--- config.mk ---
export PLATFORM = sky130hd
export DESIGN_NAME = led_fade_pwm
export DESIGN_NICKNAME = d
export VERILOG_FILES = /design/src/rtl/led_fade_pwm.sv
export SDC_FILE = /design/constraint.sdc
export NUM_CORES = 1
export LEC_CHECK = 0
export ABC_CLOCK_PERIOD_IN_PS = 5280
export CAP_MARGIN = 10
export CORE_MARGIN = 5
export CORE_UTILIZATION = 49
export DETAILED_ROUTE_END_ITERATION = 8
export PLACE_DENSITY = 0.65
export SYNTH_ARGS = -nofsm -noshare
export SYNTH_HDL_FRONTEND = slang
export SYNTH_SLANG_ARGS = --single-unit
--- constraint.sdc ---
create_clock -name clk -period 5.28 [get_ports clk]
set_clock_uncertainty 0.1 [all_clocks]
set_input_delay 1.056 -clock clk [delete_from_list [all_inputs] [get_ports clk]]
set_output_delay 1.056 -clock clk [all_outputs]
set_load 0.005 [all_outputs]
--- src/rtl/led_fade_pwm.sv ---
// rtl/led_fade_pwm.sv - per-LED brightness fader driving PWM outputs
// Each channel's brightness steps toward its on/off target once per fade tick; fade_en=0 bypasses the ramp.
module led_fade_pwm #(
  parameter int N_LEDS   = 8,
  parameter int PWM_W    = 8,
  parameter int TICK_DIV = 50000,
  parameter int STEP     = 8
) (
  input  logic              clk,
  input  logic              rst,
  input  logic [N_LEDS-1:0] led_in,
  input  logic              fade_en,
  output logic [N_LEDS-1:0] pwm_out,
  output logic              settled
);

  localparam logic [PWM_W-1:0] MAX       = '1;
  localparam int               TW        = (TICK_DIV > 1) ? $clog2(TICK_DIV) : 1;
  localparam logic [TW-1:0]    TICK_LAST = TW'(TICK_DIV - 1);
  localparam logic [PWM_W:0]   STEP_W    = (PWM_W + 1)'(STEP);

  logic [N_LEDS-1:0] led_q;
  logic [PWM_W-1:0]  bright_q [N_LEDS];
  logic [PWM_W-1:0]  bright_d [N_LEDS];
  logic [PWM_W-1:0]  pwm_cnt_q;
  logic [TW-1:0]     tick_cnt_q, tick_cnt_d;
  logic              tick_q, tick_d;
  logic [N_LEDS-1:0] pwm_q, pwm_d;
  logic [PWM_W-1:0]  target;
  logic [PWM_W:0]    sum;

  always_comb begin
    tick_d     = (tick_cnt_q == TICK_LAST);
    tick_cnt_d = tick_d ? '0 : tick_cnt_q + 1'b1;
    settled    = 1'b1;
    target     = '0;
    sum        = '0;
    pwm_d      = '0;
    bright_d   = bright_q;
    for (int i = 0; i < N_LEDS; i++) begin
      target = led_q[i] ? MAX : '0;
      // Extra carry bit lets the up-step saturate at MAX instead of wrapping.
      sum    = {1'b0, bright_q[i]} + STEP_W;
      if (!fade_en) begin
        bright_d[i] = target;
      end else if (tick_q) begin
        if (bright_q[i] < target)
          bright_d[i] = (sum > {1'b0, MAX}) ? MAX : sum[PWM_W-1:0];
        else if (bright_q[i] > target)
          bright_d[i] = ({1'b0, bright_q[i]} < STEP_W) ? '0 : bright_q[i] - STEP_W[PWM_W-1:0];
      end
      // Full brightness is forced high so the counter wrap never drops a cycle.
      pwm_d[i] = (bright_q[i] == MAX) || (pwm_cnt_q < bright_q[i]);
      if (bright_q[i] != target) settled = 1'b0;
    end
  end

  always_ff @(posedge clk or negedge rst) begin
    if (!rst) begin
      led_q      <= '0;
      bright_q   <= '{default: '0};
      pwm_cnt_q  <= '0;
      tick_cnt_q <= '0;
      tick_q     <= 1'b0;
      pwm_q      <= '0;
    end else begin
      led_q      <= led_in;
      bright_q   <= bright_d;
      pwm_cnt_q  <= pwm_cnt_q + 1'b1;
      tick_cnt_q <= tick_cnt_d;
      tick_q     <= tick_d;
      pwm_q      <= pwm_d;
    end
  end

  assign pwm_out = pwm_q;

endmodule

# Yosys cells after proc, flatten, opt, wreduce, memory -nomap -nowiden
# Cells that the tools add are included.
[word_totals]
ff_bits = 105
output_inout_bits = 9
[op_classes]
add_sub_neg = 18
order_cmp = 40
eq_ne = 26
muxes = 65
n_reduce_logical = 16
[ops]
columns = ["operator", "count"]
rows = [
  ["$mux W8", 56],
  ["$lt A8 B8 Y1", 16],
  ["$add A8 B4 Y9 const B", 8],
  ["$gt A9 B8 Y1 const B", 8],
  ["$eq A8 B8 Y1 const B", 8],
  ["$gt A8 B8 Y1", 8],
  ["$lt A8 B4 Y1 const B", 8],
  ["$ne A8 B8 Y1", 8],
  ["$sub A8 B4 Y8 const B", 8],
  ["$ne A3 B1 Y1 const B", 8],
  ["$add A16 B1 Y16 const B", 1],
  ["$eq A16 B16 Y1 const B", 1],
  ["$mux W16", 1],
  ["$reduce_and A2 Y1", 8],
  ["$add A8 B1 Y8 const B", 1],
  ["$logic_or A1 B1 Y1", 8],
  ["$mux W1", 8],
  ["$ne A2 B1 Y1 const B", 1],
]

# Logic depth before layout (Yosys ltp)
[logic_depth]
depth_word = 10
ltp_mapped = 9
ltp_nobuf = 8

# Worst setup path after synthesis
# Ideal clock, no wire load.
[synth_timing]
path_kind = "flip-flop to output port"
from = "reg led_q[2]"
to = "out settled"
arrival_ps = 1594
t_required_ps = 4124
setup_slack_ps = 2530
path_stages_with_launch = 7
n_path_buf = 0
cell_sequence = "dfrtp_1 inv_1 ha_1 and4_1 and3_1 nand4_1 nor4_1"
[synth_via]
elab_chain_cells = 8
[synth_lines]
columns = ["item", "line_no", "source"]
rows = [
  ["from (decl)", "22", "logic [N_LEDS-1:0] led_q;"],
  ["from (signal assigned)", "67", "led_q <= led_in;"],
  ["$mux W8", "41", "target = led_q[i] ? MAX : '0;"],
  ["$ne A8 B8 Y1", "54", "if (bright_q[i] != target) settled = 1'b0;"],
  ["$mux W1 (6 in series)", "54", ""],
  ["to (decl)", "14", "output logic settled"],
]
# No other way between the ends.

# Worst setup path in the final report
# Ends and elaborated chain as after synthesis.

==> flow_summary.toml <==
[logic_synthesis]
synth_xor_area_share_pct = 3.41
synth_top_family_by_area = "compound AO/OA/AOI/OAI gates"
synthSimpleGateAreaFrac_pct = 17.0
netlist_area_mm2 = 0.00849
synth_edf_count = 0
synthMuxAreaShare_pct = 1.80
syn-num-nets = 1123
synth_compound_area_share_pct = 25.4
ys_seq_area_share_pct = 26.2
synth_fa_ha_area_share_pct = 20.6
yosys.cell_types.count = 90
async_flop_share_pct = 100
synthCells = 974
avgSynthCellArea_um2 = 8.71
synth_seq_cells = 89
synth_ff_type = "dfrtp_1"
yosysWarnings = 0

[global_route]
grt_pass1_vias = 7231
track_usage_pct = 21.7
grt_max_degree = 64
antenna_found_initial = 0
grt.overflow.total = 0
grt_pass1_wl_um = 36000

[worst_setup_path]
r2r_end = "bright_q[21]"
cp.arrival_ns = 2.92
cp_max_fo = 7
critPathKind = "flop to output port"
cp.depth = 7
crit_slowest_cell = "clkdlybuf4s50_1"
crit_path_max_incr_delay_ns = 0.59
path_cells = "inv_1, ha_1, and4_1, and3_1, nand4_1, nor4_1, clkdlybuf4s50_1"
timing.critical_path.to = "settled"
cp_num_buf_inv = 2
crit_start = "led_q[2]"
timing.rr.start = "led_q[5]"
worst_ep_required_time_ns = 4.12
critPathTopFamily = "simple AND/OR/NAND/NOR gates"
end_kind = "output port"
r2r_slack_ns = 2.50
r2r_cells = 8
startpoint_type = "flop"

[placement]
placedCellCount = 1188
port_buffers = 19
gp_congestion = 0.879
dp_hpwl_um = 14900

[power]
pwr-share-seq_pct = 35.6
cellPowerDensity_mw_per_mm2 = 277
switchingPower_w = 0.000967
power_w = 0.00252
vdd_drop_max_mv = 0.172
switching_share_pct = 38.4
p_leak_nw = 4.10
pwr-share-clk_pct = 29.2
p_int_w = 0.00155
pwr-share-comb_pct = 35.3

[sta]
final_hold_viol_count = 0
rsz0062_at_grt = "no"
finalCritPeriodShare_pct = 77.2
report.final.slew_viol_count = 0
tightest_slew_ns = 0.828
setup_viol = 0
fin_crit_ns = 4.08
fmax_ghz = 0.245
hold_ws_ns = 0.382
finalSetupTns_ns = 0
slew_headroom_pct = 44.8

[outcome]
status = "finished, final reports clean"

[drt]
routedWlPerCell_um = 17.4
first_pass_iters = 5
num_vias = 7389
antenna_left = 0
routed_wl_um = 20900
vias_per_cell = 6.14
drt_iter0_drc = 491
drc = 0

[clocking]
cts_buffer_depth = 2
cts.clk_slew.worst_paths_ns = 0.07
cts_setup_buffers = 0
clkSinkCount = 89
cts_tree = "done"
ctsRootBufferMaster = "clkbuf_16"
cts_buffers = 9
clock_latency_ns = 0.36
cts_hold_buf = 0
ctsHtreeMaxLevel = 3
postCtsResizedCells = 0

[layout]
num_antenna_cells = 0
nets = 1123
layout-drive-gt1-share_pct = 5.11
syn2layout_area_growth_pct = 7.10
fin_cells = 1204
n_fill_cell = 1584

[job]
maxCapViolCount = 0

[die]
die_w_um = 142
die_area_mm2 = 0.0201
io_pins = 20
row_count = 48
core_mm2 = 0.0171
start_util_pct = 49.6
die_height_um = 142

[worst_hold_path]
min_path_type = "flop to flop"
[routing by layer]
metal | routed length (um) | GRT usage, % | vias up
met3 | 875 | 2.39 | 35
li1 | - | - | 3665
met2 | 9340 | 33.6 | 184
met5 | 0 | 0 | -
met4 | 448 | 8.18 | 0
met1 | 10300 | 31.0 | 3505
[flip-flops by register name, summed over array words and instances, names as in the netlist]
register    cells
tick_cnt_q     16
led_q           8
tick_q          1
pwm_cnt_q       8
pwm_out         8
bright_q       48
[through the flow]
| step | cell area [um2] | worst slack [ns] | util [%] |
|---|---|---|---|
| after global placement | 8760 | 1.65 | 51.2 |
| after detailed placement | 8760 | 1.63 | 51.2 |
| after CTS | 9090 | 1.23 | 53.1 |
| after global routing | 9090 | 1.16 | 53.1 |
| after floorplan | 8490 | 2.53 | - |
| final | 9090 | 1.20 | 53.1 |
[power groups by stage]
| stage | clock [W] | sequential, W | combinational [W] |
|---|---|---|---|
| floorplan | 0 | 0.000826 | 0.000760 |
| global placement | 0 | 0.000905 | 0.000869 |
| detailed placement | 0 | 0.000906 | 0.000879 |
| CTS | 0.000748 | 0.000893 | 0.000887 |
| global route | 0.000778 | 0.000915 | 0.00102 |
| finish | 0.000736 | 0.000897 | 0.000890 |
[cell type report]
cell class              instances  area [um2]  share of cell area (%)
clock inverters                 7         101                    1.11
inverters                      71         267                    2.93
multi-input cells             781        5780                    63.6
repair buffers                 22         205                    2.26
flip-flops and latches         89        2230                    24.5
clock buffers                   9         225                    2.48
well taps                     225         282                    3.10
[worst min path at each step]
stage,end,cells past startpoint,slack [ns],start
detailed placement,tick_cnt_q[0],1,0.38,tick_cnt_q[0]
global placement,tick_cnt_q[0],1,0.38,tick_cnt_q[0]
global route,tick_cnt_q[0],1,0.42,tick_cnt_q[0]
CTS,tick_cnt_q[0],1,0.39,tick_cnt_q[0]
floorplan,tick_cnt_q[0],1,0.35,tick_cnt_q[0]
finish,tick_cnt_q[0],1,0.38,tick_cnt_q[0]
[placed cells by master (no fill, tap or decap), types with 19 or more instances in the layout]
master / count
ha_1: 138
nand2_1: 70
a21o_1: 20
o21ai_0: 58
xnor2_1: 22
dfrtp_1: 89
and3_1: 19
inv_1: 69
nand3_1: 40
a21oi_1: 59
nor2_1: 60
[logic make-up after synthesis]
logic type / Yosys count
compound gates: 312
simple gates: 281
fa+ha+maj: 140
buf+inv: 104
flops: 89
xor+xnor: 33
mux: 15
[synthesized netlist by cell type (9+ instances only)]
| library cell | number | share of area [%] |
|---|---|---|
| a211oi_1 | 13 | 1.1 |
| a21boi_0 | 9 | 0.80 |
| a21o_1 | 20 | 1.8 |
| a21oi_1 | 59 | 3.5 |
| a22oi_1 | 9 | 0.80 |
| a31oi_1 | 10 | 0.74 |
| and3_1 | 19 | 1.4 |
| buf_2 | 11 | 0.65 |
| clkbuf_1 | 10 | 0.44 |
| dfrtp_1 | 89 | 26 |
| ha_1 | 138 | 20 |
| inv_1 | 69 | 3.1 |
| mux2i_1 | 13 | 1.5 |
| nand2_1 | 70 | 3.1 |
| nand3_1 | 40 | 2.4 |
| nand4_1 | 16 | 1.2 |
| nor2_1 | 60 | 2.7 |
| nor3_1 | 15 | 0.88 |
| o211ai_1 | 17 | 1.5 |
| o21a_1 | 18 | 1.6 |
| o21ai_0 | 58 | 3.4 |
| o22ai_1 | 10 | 0.74 |
| xnor2_1 | 22 | 2.3 |
| xor2_1 | 11 | 1.1 |
Note: power is estimated with default switching activity, not from simulation.
